===== config.mk =====
export PLATFORM = sky130hd
export DESIGN_NAME = truth_table_bist_flat
export DESIGN_NICKNAME = d
export VERILOG_FILES = /design/src/rtl/truth_table_bist_pkg.sv /design/src/rtl/truth_table_bist_if.sv /design/src/rtl/truth_table_bist_settle_counter.sv /design/src/rtl/truth_table_bist.sv /design/src/flat_wrapper.sv
export SDC_FILE = /design/constraint.sdc
export NUM_CORES = 1
export LEC_CHECK = 0
export CORE_MARGIN = 5
export CORE_UTILIZATION = 60
export DETAILED_ROUTE_END_ITERATION = 10
export DONT_BUFFER_PORTS = 1
export HOLD_SLACK_MARGIN = 0.1
export PLACE_DENSITY_LB_ADDON = 0.12
export SLEW_MARGIN = 25
export SYNTH_ARGS = -nofsm -noshare
export SYNTH_HDL_FRONTEND = slang
export SYNTH_SLANG_ARGS = --single-unit

===== constraint.sdc =====
create_clock -name CLK -period 5 [get_ports CLK]
set_clock_uncertainty 0.05 [all_clocks]
set_input_delay 1 -clock CLK [delete_from_list [all_inputs] [get_ports CLK]]
set_output_delay 1 -clock CLK [all_outputs]
set_load 0.02 [all_outputs]

===== src/rtl/truth_table_bist_pkg.sv =====
// Shared types and default constants for the truth-table BIST driver/checker.
package bist_pkg;

    typedef enum logic [1:0] {
        IDLE,
        SETTLE,
        CHECK,
        FINISH
    } bist_state_t;

    localparam int         BIST_WIDTH  = 3;
    localparam int         BIST_SETTLE = 4;
    localparam logic [7:0] BIST_EXPECT = 8'b0010_0100;

endpackage


===== src/rtl/truth_table_bist_if.sv =====
// Control/result and DUT-facing signals of the truth-table BIST.
// The slave side is the BIST itself; the master side is the controller plus the DUT.
interface truth_table_bist_if #(
    parameter int WIDTH = 3
);
    logic             START;
    logic [WIDTH-1:0] STIM;
    logic             RESP;
    logic             BUSY;
    logic             DONE;
    logic             PASS;
    logic [WIDTH:0]   FAIL_COUNT;
    logic [WIDTH-1:0] FIRST_FAIL;

    modport slave (
        input  START, RESP,
        output STIM, BUSY, DONE, PASS, FAIL_COUNT, FIRST_FAIL
    );

    modport master (
        output START, RESP,
        input  STIM, BUSY, DONE, PASS, FAIL_COUNT, FIRST_FAIL
    );
endinterface


===== src/rtl/truth_table_bist_settle_counter.sv =====
// Loadable down-counter timing how long each vector is held before sampling.
module bist_settle_counter #(
    parameter int CW = 2
) (
    input  logic          clk,
    input  logic          rst_n,
    input  logic          clr,
    input  logic          load,
    input  logic [CW-1:0] load_val,
    input  logic          en,
    output logic          tc
);
    logic [CW-1:0] cnt_q, cnt_d;

    always_comb begin
        cnt_d = cnt_q;
        if (clr) begin
            cnt_d = '0;
        end else if (load) begin
            cnt_d = load_val;
        end else if (en && cnt_q != '0) begin
            cnt_d = cnt_q - 1'b1;
        end
    end

    always_ff @(posedge clk or negedge rst_n) begin
        if (!rst_n) cnt_q <= '0;
        else        cnt_q <= cnt_d;
    end

    assign tc = (cnt_q == '0);
endmodule


===== src/rtl/truth_table_bist.sv =====
// Sweeps all 2^WIDTH vectors onto a combinational DUT and checks RESP against EXPECT_MASK.
// Optional: define BIST_STOP_ON_FAIL_EN to end the sweep at the first mismatch.
module truth_table_bist
    import bist_pkg::*;
#(
    parameter int                  WIDTH         = BIST_WIDTH,
    parameter int                  SETTLE_CYCLES = BIST_SETTLE,
    parameter logic [2**WIDTH-1:0] EXPECT_MASK   = BIST_EXPECT
) (
    input logic               CLK,
    input logic               N_RESET,
    truth_table_bist_if.slave bus
);
    localparam int               CW   = (SETTLE_CYCLES > 1) ? $clog2(SETTLE_CYCLES) : 1;
    localparam logic [WIDTH-1:0] LAST = '1;

    bist_state_t      state_q, state_d;
    logic [WIDTH-1:0] idx_q, idx_d;
    logic [WIDTH:0]   fail_cnt_q, fail_cnt_d;
    logic [WIDTH-1:0] first_fail_q, first_fail_d;
    logic             pass_q, pass_d;
    logic             done_q, done_d;
    logic             cnt_clr, cnt_load, cnt_en, cnt_tc;
    logic             mism, stop_now;

    assign mism = (bus.RESP != EXPECT_MASK[idx_q]);

`ifdef BIST_STOP_ON_FAIL_EN
    assign stop_now = mism;
`else
    assign stop_now = 1'b0;
`endif

    bist_settle_counter #(.CW(CW)) u_settle (
        .clk      (CLK),
        .rst_n    (N_RESET),
        .clr      (cnt_clr),
        .load     (cnt_load),
        .load_val (CW'(SETTLE_CYCLES - 1)),
        .en       (cnt_en),
        .tc       (cnt_tc)
    );

    always_comb begin
        state_d      = state_q;
        idx_d        = idx_q;
        fail_cnt_d   = fail_cnt_q;
        first_fail_d = first_fail_q;
        pass_d       = pass_q;
        done_d       = 1'b0;
        cnt_clr      = 1'b0;
        cnt_load     = 1'b0;
        cnt_en       = 1'b0;
        case (state_q)
            IDLE: begin
                if (bus.START) begin
                    fail_cnt_d   = '0;
                    first_fail_d = '0;
                    pass_d       = 1'b0;
                    idx_d        = '0;
                    cnt_load     = 1'b1;
                    state_d      = SETTLE;
                end
            end
            SETTLE: begin
                cnt_en = 1'b1;
                if (cnt_tc) state_d = CHECK;
            end
            CHECK: begin
                if (mism) begin
                    fail_cnt_d = fail_cnt_q + 1'b1;
                    if (fail_cnt_q == '0) first_fail_d = idx_q;
                end
                // Terminal test precedes the increment, so idx never wraps.
                if (idx_q == LAST || stop_now) begin
                    state_d = FINISH;
                end else begin
                    idx_d    = idx_q + 1'b1;
                    cnt_load = 1'b1;
                    state_d  = SETTLE;
                end
            end
            FINISH: begin
                done_d  = 1'b1;
                pass_d  = (fail_cnt_q == '0);
                cnt_clr = 1'b1;
                state_d = IDLE;
            end
            default: state_d = IDLE;
        endcase
    end

    always_ff @(posedge CLK or negedge N_RESET) begin
        if (!N_RESET) begin
            state_q      <= IDLE;
            idx_q        <= '0;
            fail_cnt_q   <= '0;
            first_fail_q <= '0;
            pass_q       <= 1'b0;
            done_q       <= 1'b0;
        end else begin
            state_q      <= state_d;
            idx_q        <= idx_d;
            fail_cnt_q   <= fail_cnt_d;
            first_fail_q <= first_fail_d;
            pass_q       <= pass_d;
            done_q       <= done_d;
        end
    end

    assign bus.STIM       = idx_q;
    assign bus.BUSY       = (state_q == SETTLE) || (state_q == CHECK);
    assign bus.DONE       = done_q;
    assign bus.PASS       = pass_q;
    assign bus.FAIL_COUNT = fail_cnt_q;
    assign bus.FIRST_FAIL = first_fail_q;
endmodule


===== src/flat_wrapper.sv =====
// flat-port wrapper written by rule: the top's interface ports become plain ports
module truth_table_bist_flat import bist_pkg::*;
#(
    parameter int                  WIDTH         = BIST_WIDTH,
    parameter int                  SETTLE_CYCLES = BIST_SETTLE,
    parameter logic [2**WIDTH-1:0] EXPECT_MASK   = BIST_EXPECT
)
  (CLK, N_RESET, bus_START, bus_RESP, bus_STIM, bus_BUSY, bus_DONE, bus_PASS, bus_FAIL_COUNT, bus_FIRST_FAIL);
  truth_table_bist_if #(.WIDTH(WIDTH)) bus_i ();
  input logic CLK;
  input logic N_RESET;
  input wire logic [$bits(bus_i.START)-1:0] bus_START;
  input wire logic [$bits(bus_i.RESP)-1:0] bus_RESP;
  output wire logic [$bits(bus_i.STIM)-1:0] bus_STIM;
  output wire logic [$bits(bus_i.BUSY)-1:0] bus_BUSY;
  output wire logic [$bits(bus_i.DONE)-1:0] bus_DONE;
  output wire logic [$bits(bus_i.PASS)-1:0] bus_PASS;
  output wire logic [$bits(bus_i.FAIL_COUNT)-1:0] bus_FAIL_COUNT;
  output wire logic [$bits(bus_i.FIRST_FAIL)-1:0] bus_FIRST_FAIL;
  assign bus_i.START = bus_START;
  assign bus_i.RESP = bus_RESP;
  assign bus_STIM = bus_i.STIM;
  assign bus_BUSY = bus_i.BUSY;
  assign bus_DONE = bus_i.DONE;
  assign bus_PASS = bus_i.PASS;
  assign bus_FAIL_COUNT = bus_i.FAIL_COUNT;
  assign bus_FIRST_FAIL = bus_i.FIRST_FAIL;
  truth_table_bist #(.WIDTH(WIDTH), .SETTLE_CYCLES(SETTLE_CYCLES), .EXPECT_MASK(EXPECT_MASK)) u_core (.CLK(CLK), .N_RESET(N_RESET), .bus(bus_i));
endmodule

# [Yosys cells after proc, flatten, opt, wreduce, memory -nomap -nowiden]
# Memories as Yosys holds them, arrays and structs flattened.
# Index checks and enable logic that the tools add are counted.
[totals] ff_bits=16 mem_bits_ro=8 in_bits=4 out_inout_bits=13 word_cells=60 mem_count=1
[classes] addsub=3 n_reduce_logical=14 magnitude_cmp=1 eq_ne=10 muxes=24
[mem_list] name="(no name shown)" words=8 word_bits=1 rd=1 rd_clocked_by_memory_dff=0 wr=0 line="truth_table_bist.sv:26" rtl="assign mism = (bus.RESP != EXPECT_MASK[idx_q]);"
[ops] cell="$mux W2" count=6
[ops] cell="$mux W3" count=4
[ops] cell="$pmux W3 S2" count=2
[ops] cell="$mux W4" count=2
[ops] cell="$pmux W2 S4" count=1
[ops] cell="$pmux W4 S2" count=1
[ops] cell="$mux W1" count=6
[ops] cell="$ne A2 B1 Y1 const B" count=3
[ops] cell="$reduce_and A3 Y1" count=2
[ops] cell="$reduce_bool A2 Y1" count=3
[ops] cell="$add A4 B1 Y4 const B" count=1
[ops] cell="$eq A2 B2 Y1 const B" count=2
[ops] cell="$logic_not A2 Y1" count=2
[ops] cell="$logic_not A4 Y1" count=1
[ops] cell="$lt A3 B4 Y1 const B" count=1
[ops] cell="$ne A2 B2 Y1 const B" count=2
[ops] cell="$pmux W1 S2" count=2
[ops] cell="$reduce_and A2 Y1" count=2
[ops] cell="$reduce_and A4 Y1" count=1
[ops] cell="$add A3 B1 Y3 const B" count=1
[ops] cell="$eq A3 B3 Y1 const B" count=1
[ops] cell="$reduce_bool A3 Y1" count=1
[ops] cell="$eq A2 B1 Y1 const B" count=1
[ops] cell="$sub A2 B1 Y2 const B" count=1
[ops] cell="3 further kinds" count=3

# [Logic depth before layout (Yosys ltp)]
[depth] ltp_word=6 mapped_depth=7

# [Hierarchy]
# From an unflattened synthesis, not the netlist that was laid out.
[unflattened] cells_unflattened=111 hier_area_um2=1091.0
[by_module_without_submodules] mod="truth_table_bist" seq_area_each_um2=350.3 cells_each=97 area_each_um2=940.9 instances=1
[by_module_without_submodules] mod="bist_settle_counter" seq_area_each_um2=50.0 cells_each=14 area_each_um2=150.1 instances=1

# [Worst setup path after synthesis]
# OpenSTA, ideal clock, no wires.
[synth_timing] path_kind="input-to-reg" start="input bus_START" end="register u_core.fail_cnt_q[2] (netlist: u_core.bus.FAIL_COUNT[2])" setup_time_ns=0.124 path_slack_ns=3.044 required_time_ns=4.826 t_arrival_ns=1.782 stages=4 path_cell_list="nand2b_1 > clkbuf_1 > o21ai_1 > a211o_1"
[synth_between] elab_chain_len=2
[synth_rtl] item="from (decl)" line="flat_wrapper.sv:12" rtl="input wire logic [$bits(bus_i.START)-1:0] bus_START;"
[synth_rtl] item="$ne A2 B2 Y1 (no line)"
[synth_rtl] item="$reduce_and A3 Y1 (no line)"
[synth_rtl] item="to (signal assigned)" line="truth_table_bist.sv:104" rtl="fail_cnt_q <= fail_cnt_d;"
[synth_rtl] item="to (decl)" line="truth_table_bist.sv:19" rtl="logic [WIDTH:0] fail_cnt_q, fail_cnt_d;"
# Every way passes these cells.
# A chain may end at the register's enable or synchronous reset.

# [Worst setup path after layout]
[layout_timing] start="register u_core.state_q[0]" end="output bus_BUSY"
[layout_between] elab_chain_len=2
[layout_rtl] item="from (decl)" line="truth_table_bist.sv:17" rtl="bist_state_t state_q, state_d;"
[layout_rtl] item="from (signal assigned)" line="truth_table_bist.sv:102" rtl="state_q <= state_d;"
[layout_rtl] item="$eq A2 B1 Y1 / $eq A2 B2 Y1 (equally long branches)" line="truth_table_bist.sv:112" rtl="assign bus.BUSY = (state_q == SETTLE) || (state_q == CHECK);"
[layout_rtl] item="$logic_or A1 B1 Y1 (*)" line="truth_table_bist.sv:112"
[layout_rtl] item="to (decl)" line="flat_wrapper.sv:15" rtl="output wire logic [$bits(bus_i.BUSY)-1:0] bus_BUSY;"
# Mark *: on every way between the ends. The rest lies on a longest branch, timed or not.

==> impl_metrics.csv <==
group,metric,value,unit
outcome,status,"complete, no violations",
logic_synthesis,synthTopCellsByArea,"dfrtp_1 42%, ha_1 14%, nand2_1 4.7%",
critical_path,max_stage_delay,0.42,ns
grt,grt_use_total,0.1518,
timing,setup_tns,0,ns
grt,antenna_found_initial,0,
timing,worst_slew_pin_slew,0.5321,ns
clock_tree,clkLatencyLatePin,0.28,ns
timing,slew_headroom,0.6453,
drt,viasPerCell,6.077,
run,drv_cap,0,
drt,firstDrtPassIters,4,
logic_synthesis,synth-main-ff-cell,"dfrtp_1",
grt,grt_max_degree,18,
placement,io_buffers,0,
timing,setup_viol_count_final,0,
clock_tree,cts_tree,"yes",
critical_path,critical_path_class,"flip-flop to primary output",
floorplanning,fp.dieArea,0.002505,mm2
timing,finalMaxSlewViolations,0,
clock_tree,clock_path_buffers,2,
cells_and_area,num_antenna_cells,0,
floorplanning,start_util,0.6387,
floorplanning,fp.dieH,50.05,um
logic_synthesis,synth_area_leader_cell,"dfrtp_1",
clock_tree,cts_sinks,16,
clock_tree,ctsResizeCount,0,
power_and_ir_drop,ir_drop,0.0003705,V
placement,place_area,969.7,um2
logic_synthesis,ys_seq_elements,16,
critical_path,end_kind,"primary output",
timing,hold_viol,0,
critical_path,cp.arrival,1.20,ns
critical_path,worst-path-buf-inv,1,
placement,routabilityCongestion,0.8019,
grt,grt_pass1_wl,3022,um
floorplanning,ios,17,
logic_synthesis,yosysWarnings,0,
timing,fin_crit_sh,0.4504,
placement,hpwl,1390,um
logic_synthesis,synth_area,962.2,um2
critical_path,crit_chain,"inv_1 -> ha_1",
clock_tree,cts_max_level,1,
cells_and_area,fin_area,0.001006,mm2
critical_path,cp.required,3.95,ns
critical_path,crit_family,"flip-flops",
clock_tree,cts.clk_slew.worst_paths,0.10,ns
cells_and_area,nNetsFinal,117,
logic_synthesis,synth_enable_flop_cells,0,
grt,grt_overflow,0,
cells_and_area,drive_above_1_share,0.06931,
power_and_ir_drop,powerDensity,662.4,mW/mm2
clock_tree,cts-buffers-inserted,3,
drt,routed_wl,1825,um
drt,ant_nets,0,
clock_tree,post_cts_buffers,0,
logic_synthesis,ys_top_cells_by_count,"16 x dfrtp_1, 12 x nand2_1, 11 x ha_1, 11 x inv_1, 8 x o21ai_0",
drt,post-route-drc-count,0,
floorplanning,die_x,50.05,um
grt,grt_pass1_vias,623,
timing,rsz0062_at_grt,"no",
cells_and_area,fill_cells,126,
floorplanning,row_count,14,
timing,whs,0.3453,ns
logic_synthesis,synth_cell_types,30,
drt,drt_iter0_drc,16,
cells_and_area,multi_input_comb_area,508.0,um2
critical_path,cp_slowest_cell,"dfrtp_1",
power_and_ir_drop,cellLeakagePower,0.0004599,uW
clock_tree,cts_root_buf,"clkbuf_4",
timing,period_minus_slack,2.252,ns
cells_and_area,seqCellArea,400.4,um2
logic_synthesis,async_reset_ff_frac,1.000,
drt,route.vias.total,711,
hold_path,hold_class,"input pin to async pin",
clock_tree,cts_hold_buf,0,
drt,routedWlPerCell,15.60,um
logic_synthesis,synth_top_area_frac,0.4161,
critical_path,crit_fanout,5,
cells_and_area,area_growth,4.551,%
logic_synthesis,synthCells,100,
timing,max_freq,444.1,MHz
logic_synthesis,synth.most_common_cell,"dfrtp_1",
critical_path,cp-start-kind,"flip-flop",
logic_synthesis,ys_seq_area_frac,0.4161,
logic_synthesis,syn_area_per_cell,9.622,um2
logic_synthesis,syn_nets,115,
floorplanning,core,0.001506,mm2
## cells by family after synthesis
family                     Yosys count  share of synthesized area
xor gates and xnor gates             3                    0.03512
AOI/OAI and AO/OA                   25                     0.1691
adders and majority gates           11                     0.1430
buffers and inverters               14                    0.05592
muxes                                4                    0.04551
and+or+nand+nor                     27                     0.1352
DFF                                 16                     0.4161
## sequential cells by signal, summed over array words and instances (netlist names)
signal,count
u_core.bus.PASS,1
u_core.u_settle.cnt_q,2
u_core.bus.STIM,3
u_core.bus.FIRST_FAIL,3
u_core.state_q,2
u_core.bus.FAIL_COUNT,4
u_core.bus.DONE,1
## through the flow
step | cells | setup WS (ns) | total power (uW) | utilization
final | 117 | 2.748 | 666.4 | 0.6678
after detailed placement | 113 | 2.988 | 581.2 | 0.6437
after global routing | 117 | 2.693 | 724.0 | 0.6678
after CTS | 117 | 2.757 | 668.6 | 0.6678
after global placement | 113 | 2.989 | 569.5 | 0.6437
after floorplan | 100 | 3.044 | 517.4 | -
## area by class of cell
| class | instances | share of cell area |
|---|---|---|
| sequential | 16 | 0.3980 |
| inverter | 11 | 0.04104 |
| multi-input combinational | 70 | 0.5050 |
| clock buffer | 4 | 0.03607 |
| tap | 16 | 0.01990 |
## layer usage
layer	vias to the layer above	routed length (um)	GRT usage	part of all wire
met5	-	0	0	0
met4	0	0	0.02620	0
met3	0	225	0.06627	0.12
met2	35	786	0.2197	0.43
met1	328	813	0.2101	0.45
li1	348	-	-	-
## report_power, final
part	total [uW]	internal (uW)	switching, uW
Combinational	296	121	175
Clock	86.1	44.3	41.8
Sequential	284	183	101
## worst paths after layout
| path | startpoint | to | slack (ns) | cells past startpoint |
|---|---|---|---|---|
| max in group asynchronous | N_RESET | u_core.bus.FIRST_FAIL[2] | 4.48 | 0 |
| hold / removal | N_RESET | u_core.bus.STIM[0] | 0.35 | 0 |
| hold reg to reg | u_core.state_q[1] | u_core.state_q[1] | 0.50 | 1 |
| setup / recovery | u_core.state_q[0] | bus_BUSY | 2.75 | 2 |
| setup reg to reg | u_core.bus.STIM[1] | u_core.bus.FAIL_COUNT[2] | 2.99 | 6 |
| min in group CLK | u_core.state_q[1] | u_core.state_q[1] | 0.50 | 1 |
## placed cells by master (no fill, tap or decap), types with 3 or more instances in the layout
cell | netlist | final
ha_1 | 11 | 11
a21oi_1 | 5 | 5
clkbuf_4 | 0 | 3
nand3_1 | 5 | 5
inv_1 | 11 | 11
o21ai_0 | 8 | 8
mux2i_1 | 3 | 3
dfrtp_1 | 16 | 16
nand2_1 | 12 | 12
Note: power is estimated with default switching activity, not from simulation.
